## src/rtl/lfsr_pkg.sv

```systemverilog
// ----------------------------------------------------------------------------
// lfsr_pkg
//   Shared definitions for the parametrised Galois LFSR:
//     - word_t            : widest supported LFSR word (32 bits)
//     - op_e              : per-cycle operation selected by load/en priority
//     - lfsr_default_taps : maximal-length Galois feedback masks, WIDTH 2..32
//     - lfsr_width_mask   : all-ones mask of the active state width
//     - lfsr_step         : one Galois step f(s)
//     - lfsr_is_valid_cfg : elaboration-time parameter sanity check
// ----------------------------------------------------------------------------
package lfsr_pkg;

    localparam int unsigned MIN_WIDTH = 2;
    localparam int unsigned MAX_WIDTH = 32;

    typedef logic [MAX_WIDTH-1:0] word_t;

    // What the register bank does on a given clock (reset is handled apart,
    // since it is asynchronous).
    typedef enum logic [1:0] {
        OP_IDLE = 2'd0,
        OP_STEP = 2'd1,
        OP_LOAD = 2'd2
    } op_e;

    // Feedback masks are the primitive polynomial without its x^WIDTH term,
    // so bit 0 (the +1 term) is always set.
    function automatic word_t lfsr_default_taps(input int unsigned width);
        word_t taps;
        case (width)
            2:       taps = 32'h0000_0003;
            3:       taps = 32'h0000_0003;
            4:       taps = 32'h0000_0003;
            5:       taps = 32'h0000_0005;
            6:       taps = 32'h0000_0003;
            7:       taps = 32'h0000_0003;
            8:       taps = 32'h0000_001D;
            9:       taps = 32'h0000_0011;
            10:      taps = 32'h0000_0009;
            11:      taps = 32'h0000_0005;
            12:      taps = 32'h0000_0053;
            13:      taps = 32'h0000_001B;
            14:      taps = 32'h0000_0443;
            15:      taps = 32'h0000_0003;
            16:      taps = 32'h0000_100B;
            17:      taps = 32'h0000_0009;
            18:      taps = 32'h0000_0081;
            19:      taps = 32'h0000_0027;
            20:      taps = 32'h0000_0009;
            21:      taps = 32'h0000_0005;
            22:      taps = 32'h0000_0003;
            23:      taps = 32'h0000_0021;
            24:      taps = 32'h0000_0087;
            25:      taps = 32'h0000_0009;
            26:      taps = 32'h0000_0047;
            27:      taps = 32'h0000_0027;
            28:      taps = 32'h0000_0009;
            29:      taps = 32'h0000_0005;
            30:      taps = 32'h0000_0053;
            31:      taps = 32'h0000_0009;
            32:      taps = 32'h0040_0007;
            default: taps = 32'h0000_0003;
        endcase
        return taps;
    endfunction

    function automatic word_t lfsr_width_mask(input int unsigned width);
        word_t mask;
        if (width >= MAX_WIDTH) begin
            mask = '1;
        end else begin
            mask = (word_t'(1) << width) - word_t'(1);
        end
        return mask;
    endfunction

    // f(s) = {s[W-2:0],1'b0} ^ (s[W-1] ? taps : 0), evaluated inside a
    // 32-bit word; callers truncate back to their own width.
    function automatic word_t lfsr_step(input word_t s, input word_t taps,
                                        input int unsigned width);
        word_t mask;
        logic  msb;
        mask = lfsr_width_mask(width);
        msb  = ((s >> (width - 1)) & word_t'(1)) != '0;
        return ((s << 1) & mask) ^ (msb ? (taps & mask) : '0);
    endfunction

    // A zero state would lock the register forever, so the seed must be
    // non-zero and the +1 tap must be present (that keeps f injective and
    // therefore never maps a non-zero state to zero). The counter must be
    // wide enough to hold STEPS itself.
    function automatic bit lfsr_is_valid_cfg(input int unsigned width,
                                             input word_t       taps,
                                             input word_t       seed,
                                             input int unsigned steps,
                                             input int unsigned cnt_w);
        word_t mask;
        bit    ok;
        ok = 1'b1;
        if (width < MIN_WIDTH || width > MAX_WIDTH) begin
            ok = 1'b0;
        end else begin
            mask = lfsr_width_mask(width);
            if (taps[0] == 1'b0)             ok = 1'b0;
            if ((taps & ~mask) != '0)        ok = 1'b0;
            if ((seed & mask) == '0)         ok = 1'b0;
            if ((seed & ~mask) != '0)        ok = 1'b0;
            if (steps == 0 || steps > width) ok = 1'b0;
        end
        if (cnt_w == 0 || cnt_w > 32) begin
            ok = 1'b0;
        end else if (longint'(steps) >= (longint'(1) << cnt_w)) begin
            ok = 1'b0;
        end
        return ok;
    endfunction

endpackage

```

## src/rtl/lfsr_step_chain.sv

```systemverilog
// ----------------------------------------------------------------------------
// lfsr_step_chain
//   Combinational STEPS-deep unroll of the Galois step function.
//   Ports:
//     state      in   WIDTH          s(0), the current register value
//     stages     out  STEPS x WIDTH  stages[k] = s(k+1)
//     next_state out  WIDTH          s(STEPS)
//     out_bits   out  STEPS          out_bits[k] = s(k)[WIDTH-1]
// ----------------------------------------------------------------------------
module lfsr_step_chain
    import lfsr_pkg::*;
#(
    parameter int unsigned      WIDTH = 4,
    parameter logic [WIDTH-1:0] TAPS  = WIDTH'(4'b0011),
    parameter int unsigned      STEPS = 1
) (
    input  logic [WIDTH-1:0]            state,
    output logic [STEPS-1:0][WIDTH-1:0] stages,
    output logic [WIDTH-1:0]            next_state,
    output logic [STEPS-1:0]            out_bits
);

    // Each unroll stage owns its own input/output nets so the chain is a
    // plain feed-forward path with no self-referencing vector.
    for (genvar gi = 0; gi < STEPS; gi++) begin : g_step
        logic [WIDTH-1:0] cur;
        logic [WIDTH-1:0] nxt;

        if (gi == 0) begin : g_first
            assign cur = state;
        end else begin : g_rest
            assign cur = g_step[gi-1].nxt;
        end

        assign nxt          = WIDTH'(lfsr_step(word_t'(cur), word_t'(TAPS), WIDTH));
        assign out_bits[gi] = cur[WIDTH-1];
        assign stages[gi]   = nxt;
    end

    assign next_state = g_step[STEPS-1].nxt;

endmodule

```

## src/rtl/lfsr_galois_param.sv

```systemverilog
// ----------------------------------------------------------------------------
// lfsr_galois_param
//   Parametrised Galois LFSR with step enable, seed load (zero loads are
//   replaced by SEED and flagged), serial output bits and a self-measured
//   period through the start value.
//   Ports:
//     clk          in   1      rising-edge clock
//     rst          in   1      asynchronous, active-high reset
//     en           in   1      advance STEPS steps this cycle
//     load         in   1      load load_val (wins over en)
//     load_val     in   WIDTH  value to load
//     state        out  WIDTH  current LFSR state
//     out_bits     out  STEPS  MSBs shifted out by the last advance, bit 0 first
//     wrap         out  1      pulse: last advance passed through start value
//     period       out  CNT_W  measured sequence length in single steps
//     period_valid out  1      period holds a measurement
//     lockup_err   out  1      pulse: a zero load was rejected
// ----------------------------------------------------------------------------
module lfsr_galois_param
    import lfsr_pkg::*;
#(
    parameter int unsigned      WIDTH = 4,
    // For WIDTH=4 the table entry is 4'b0011 (x^4+x+1).
    parameter logic [WIDTH-1:0] TAPS  = WIDTH'(lfsr_default_taps(WIDTH)),
    parameter logic [WIDTH-1:0] SEED  = WIDTH'(1),
    parameter int unsigned      STEPS = 1,
    parameter int unsigned      CNT_W = 16
) (
    input  logic             clk,
    input  logic             rst,
    input  logic             en,
    input  logic             load,
    input  logic [WIDTH-1:0] load_val,
    output logic [WIDTH-1:0] state,
    output logic [STEPS-1:0] out_bits,
    output logic             wrap,
    output logic [CNT_W-1:0] period,
    output logic             period_valid,
    output logic             lockup_err
);

    if (!lfsr_is_valid_cfg(WIDTH, word_t'(TAPS), word_t'(SEED), STEPS, CNT_W)) begin : g_bad_cfg
        $error("lfsr_galois_param: invalid WIDTH/TAPS/SEED/STEPS/CNT_W combination");
    end

    localparam int unsigned    J_W     = $clog2(STEPS + 1);
    localparam int unsigned    SUM_W   = CNT_W + 1;
    localparam logic [CNT_W-1:0] CNT_MAX = '1;

    // ------------------------------------------------------------------
    // Registers
    // ------------------------------------------------------------------
    logic [WIDTH-1:0] state_reg,        state_next;
    logic [WIDTH-1:0] start_reg,        start_next;
    logic [CNT_W-1:0] step_cnt_reg,     step_cnt_next;
    logic [CNT_W-1:0] period_reg,       period_next;
    logic             period_valid_reg, period_valid_next;
    logic [STEPS-1:0] out_bits_reg,     out_bits_next;
    logic             wrap_reg,         wrap_next;
    logic             lockup_reg,       lockup_next;

    // ------------------------------------------------------------------
    // Unrolled advance
    // ------------------------------------------------------------------
    logic [STEPS-1:0][WIDTH-1:0] stages;
    logic [WIDTH-1:0]            chain_state;
    logic [STEPS-1:0]            chain_out;

    lfsr_step_chain #(
        .WIDTH (WIDTH),
        .TAPS  (TAPS),
        .STEPS (STEPS)
    ) u_chain (
        .state      (state_reg),
        .stages     (stages),
        .next_state (chain_state),
        .out_bits   (chain_out)
    );

    // ------------------------------------------------------------------
    // Start-value detection: j = smallest k in 1..STEPS with s(k)==start.
    // The selection runs from the last stage back to the first so that
    // the lowest matching stage wins.
    // ------------------------------------------------------------------
    logic [STEPS-1:0] hit;
    logic [J_W-1:0]   first_j;
    logic             found;

    for (genvar gi = 0; gi < STEPS; gi++) begin : g_hit
        logic [J_W-1:0] j_sel;

        assign hit[gi] = (stages[gi] == start_reg);

        if (gi == STEPS - 1) begin : g_last
            assign j_sel = hit[gi] ? J_W'(gi + 1) : '0;
        end else begin : g_mid
            assign j_sel = hit[gi] ? J_W'(gi + 1) : g_hit[gi+1].j_sel;
        end
    end

    assign first_j = g_hit[0].j_sel;
    assign found   = |hit;

    // ------------------------------------------------------------------
    // Counter arithmetic
    // ------------------------------------------------------------------
    logic [SUM_W-1:0] cnt_sum;
    logic [CNT_W-1:0] cnt_sat;
    logic [CNT_W-1:0] period_hit;
    logic [CNT_W-1:0] cnt_rest;

    // The extra carry bit detects overflow so the counter sticks at
    // all-ones instead of wrapping to a small, misleading value.
    assign cnt_sum    = {1'b0, step_cnt_reg} + SUM_W'(STEPS);
    assign cnt_sat    = cnt_sum[CNT_W] ? CNT_MAX : cnt_sum[CNT_W-1:0];
    assign period_hit = step_cnt_reg + CNT_W'(first_j);
    // Steps taken after passing start in this same advance.
    assign cnt_rest   = CNT_W'(STEPS) - CNT_W'(first_j);

    // ------------------------------------------------------------------
    // Next-state logic
    // ------------------------------------------------------------------
    op_e op;

    always_comb begin
        if (load) begin
            op = OP_LOAD;
        end else if (en) begin
            op = OP_STEP;
        end else begin
            op = OP_IDLE;
        end
    end

    always_comb begin
        state_next        = state_reg;
        start_next        = start_reg;
        step_cnt_next     = step_cnt_reg;
        period_next       = period_reg;
        period_valid_next = period_valid_reg;
        out_bits_next     = out_bits_reg;
        wrap_next         = 1'b0;
        lockup_next       = 1'b0;

        case (op)
            OP_LOAD: begin
                if (load_val != '0) begin
                    state_next = load_val;
                    start_next = load_val;
                end else begin
                    // A zero state would never leave zero; fall back to SEED.
                    state_next  = SEED;
                    start_next  = SEED;
                    lockup_next = 1'b1;
                end
                step_cnt_next     = '0;
                period_next       = '0;
                period_valid_next = 1'b0;
                out_bits_next     = '0;
            end

            OP_STEP: begin
                state_next    = chain_state;
                out_bits_next = chain_out;
                if (found) begin
                    wrap_next         = 1'b1;
                    period_next       = period_hit;
                    period_valid_next = 1'b1;
                    step_cnt_next     = cnt_rest;
                end else begin
                    step_cnt_next = cnt_sat;
                end
            end

            default: begin
                // Idle: hold everything; pulses already defaulted to 0.
            end
        endcase
    end

    always_ff @(posedge clk or posedge rst) begin
        if (rst) begin
            state_reg        <= SEED;
            start_reg        <= SEED;
            step_cnt_reg     <= '0;
            period_reg       <= '0;
            period_valid_reg <= 1'b0;
            out_bits_reg     <= '0;
            wrap_reg         <= 1'b0;
            lockup_reg       <= 1'b0;
        end else begin
            state_reg        <= state_next;
            start_reg        <= start_next;
            step_cnt_reg     <= step_cnt_next;
            period_reg       <= period_next;
            period_valid_reg <= period_valid_next;
            out_bits_reg     <= out_bits_next;
            wrap_reg         <= wrap_next;
            lockup_reg       <= lockup_next;
        end
    end

    assign state        = state_reg;
    assign out_bits     = out_bits_reg;
    assign wrap         = wrap_reg;
    assign period       = period_reg;
    assign period_valid = period_valid_reg;
    assign lockup_err   = lockup_reg;

endmodule

```

## config.mk

```make
export PLATFORM = sky130hd
export DESIGN_NAME = lfsr_galois_param
export DESIGN_NICKNAME = d
export VERILOG_FILES = /design/src/rtl/lfsr_pkg.sv /design/src/rtl/lfsr_step_chain.sv /design/src/rtl/lfsr_galois_param.sv
export SDC_FILE = /design/constraint.sdc
export NUM_CORES = 1
export LEC_CHECK = 0
export ABC_AREA = 1
export BUFFER_PORTS_ARGS = -buffer_cell sky130_fd_sc_hd__buf_2
export CAP_MARGIN = 15
export CELL_PAD_IN_SITES_DETAIL_PLACEMENT = 1
export CELL_PAD_IN_SITES_GLOBAL_PLACEMENT = 1
export CORE_MARGIN = 5
export CORE_UTILIZATION = 46
export CTS_CLUSTER_DIAMETER = 60
export CTS_CLUSTER_SIZE = 8
export DETAILED_ROUTE_END_ITERATION = 6
export PLACE_DENSITY = 0.94
export SLEW_MARGIN = 10
export SYNTH_ARGS = -nofsm -noshare
export SYNTH_HDL_FRONTEND = slang
export SYNTH_SLANG_ARGS = --single-unit
```

## constraint.sdc

```tcl
create_clock -name clk -period 3.8 [get_ports clk]
set_input_delay 0.19 -clock clk [delete_from_list [all_inputs] [get_ports clk]]
set_output_delay 0.19 -clock clk [all_outputs]
set_load 0.02 [all_outputs]
```

==> flow_summary.toml <==
[outcome]
status = "finished clean"

[floorplanning]
rows = 27
ios = 32
die_w_um = 85.6
dieArea_um2 = 7320
die_h_um = 85.6
start_util = 0.474
core_area_um2 = 5540

[worst_setup_path]
r2r_start = "state[0]"
path_common_cell = "nand2_1"
path_class = "flop to flop"
r2r_slack_ns = 1.33
cp_num_buf_inv = 2
cp_max_fo = 3
critPathCaptureType = "flop"
crit_arrival_ns = 2.71
crit_required_ns = 4.04
timing.rr.end = "period[14]"
crit_slowest_cell = "dfstp_2"
critPathTopFamily = "simple AND/OR/NAND/NOR gates"
path_depth = 16
max_stage_delay_ns = 0.56
crit_path_start_kind = "flop"
worstPathCellList = "inv_1, nand2_1, nand3_1, nand2_2, nand3_1, inv_1, ha_1, ha_1, nand3_2, nor2_2, nand3_1, nand2_1, nand2_1, nor2_1, nand2_1, nand2_1"
reg2regPathDepth = 16

[place]
gp_congestion = 0.925
port_buffers = 31
dpl_cell_area_um2 = 2820
hpwlAfterDp_um = 5370

[synth]
synth_area_leaders = "dfrtp_1 (40%), nand2_1 (18%), nand3_1 (7.2%)"
synthTopCellsByCount = "nand2_1 (127), dfrtp_1 (42), nand3_1 (38), nor2_1 (30), inv_1 (26)"
yosysTopAreaCell = "dfrtp_1"
async_reset_ff_frac = 1.00
syn_avg_cell_area_um2 = 7.50
yosys.cell_count.top_type = "nand2_1"
syn_nets = 361
syn_inst = 350
ys_seq_area_frac = 0.420
synth.top_cell.area_share = 0.400
synth_edf_count = 0
ys_types = 34
ys_ff_latch = 44
ys.flop_type = "dfrtp_1"
ys.warnings.count = 0
synth_area_um2 = 2630

[cts]
cts.sink_count = 44
ctsResizeCount = 0
cts_buffer_depth = 2
path_clk_slew_ns = 0.09
cts_tree = "built"
cts-buffers-inserted = 5
cts_setup_buffers = 0
htreeDepth = 2
clock_latency_ns = 0.30
root_buffer = "clkbuf_8"
hold_buffers = 0

[detailed_routing]
wire_per_inst_um = 16.0
avgViaCountPerCell = 5.47
wl_um = 7260
drc_errors = 0
vias = 2478
drt-initial-drc-count = 103
dr.pass1.iters = 4
ant_nets = 0

[timing]
rsz0062_at_grt = "false"
max_slew_margin = 0.496
maxSlewViolCount = 0
period_minus_slack_ns = 2.47
fmax_mhz = 405
report.final.hold_viol_count = 0
worst_pin_slew_ns = 0.755
finalClockSkew_ns = 0.0120
setup-violations-final = 0
setup_tns_ns = 0
post-route-period-util = 0.650

[flow_run]
maxCapViolations = 0

[final_layout]
syn2layout_area_growth_pct = 12.0
drive_above_1_share = 0.199
diodes = 0
nets = 391
utilization = 0.531
fin_area_um2 = 2940

[pwr]
peakVddDrop_v = 0.000202
p_per_area_nw_per_um2 = 337
power_uw = 992
p_leak_uw = 0.00157

[global_route]
grt_overflow = 0
grt_start_max_net_pins = 45
grt_pass1_wl_um = 12800
grt_pass1_vias = 2599
grt_use_total = 0.218
antenna_found_initial = 0

[hold_path]
hold_path.class = "input pin to asynchronous set/reset pin"
metal layers:
layer  vias to the layer above  global-route usage  wire length [um]
met1                      1224               0.294              3400
li1                       1184                   -                 -
met2                        58               0.357              3440
met5                         -                   0                 0
met3                        12              0.0394               285
met4                         0              0.0662               135
tightest hold or removal path, delay by kind of cell:
| kind | cells | cell delay [ns] |
|---|---|---|
| buffers and inverters | 3 | 0.60 |
area by class of cell:
cell class	count	area (um^2)
clock buffer	7	96.3
clock inverter	1	30.0
fill	695	2600
inverter	32	125
multi-input combinational	265	1330
sequential	44	1100
tap	72	90.1
timing repair buffer	32	163
cells in the final DEF, fill, tap and decap left out:
| cell | instances |
|---|---|
| buf_4 | 1 |
| nor3_1 | 2 |
| nor2_4 | 3 |
| xnor2_1 | 1 |
| inv_1 | 25 |
| clkinv_1 | 2 |
| inv_2 | 2 |
| nor2_1 | 30 |
| nand3_2 | 2 |
| nand4_2 | 1 |
| nand4_1 | 6 |
| a21oi_1 | 7 |
| nand2_4 | 3 |
| nor3_4 | 1 |
| nand3_4 | 1 |
| o21ai_1 | 4 |
| o221ai_1 | 3 |
| bufinv_16 | 1 |
| inv_4 | 1 |
| o211ai_1 | 1 |
| nand3_1 | 38 |
| nand4_4 | 1 |
| nand2_1 | 127 |
| clkinv_2 | 2 |
| buf_2 | 31 |
| o21ai_0 | 6 |
| nand2_2 | 5 |
| dfrtp_1 | 42 |
| dfstp_2 | 2 |
| xor2_1 | 7 |
| or2_0 | 1 |
| nor2_2 | 7 |
| clkbuf_8 | 7 |
| ha_1 | 3 |
| o21ai_2 | 5 |
worst max path at each step:
stage               slack (ns)  startpoint    endpoint
floorplan                 1.64    state[0]  period[14]
global placement          1.61    state[0]  period[14]
detailed placement        1.42    state[0]  period[14]
CTS                       1.31    state[0]  period[14]
global route              1.13    state[3]  period[14]
finish                    1.33    state[0]  period[14]
per-stage QoR:
stage	setup slack [ns]	hold slack (ns)	instances
2_1_floorplan	1.64	0.271	350
3_3_place_gp	1.61	0.349	445
3_5_place_dp	1.42	0.365	445
4_1_cts	1.31	0.0409	453
5_1_grt	1.13	0.0602	453
6_report	1.33	0.0175	453
logic make-up (layout without fill, tap and decap cells):
group	count (synthesis)	count (layout)	share of synthesized area
AOI/OAI and AO/OA	26	26	0.0619
adders and majority gates	3	3	0.0143
DFF	44	44	0.420
xor gates and xnor gates	8	8	0.0267
buffers and inverters	41	72	0.0719
and+or+nand+nor	228	228	0.405
report_power, final:
| group | internal [uW] | switching [uW] | total [uW] |
|---|---|---|---|
| clock | 232 | 158 | 390 |
| sequential | 483 | 12.4 | 495 |
| combinational | 29.0 | 78.9 | 108 |
Note: power is estimated with default switching activity, not from simulation.
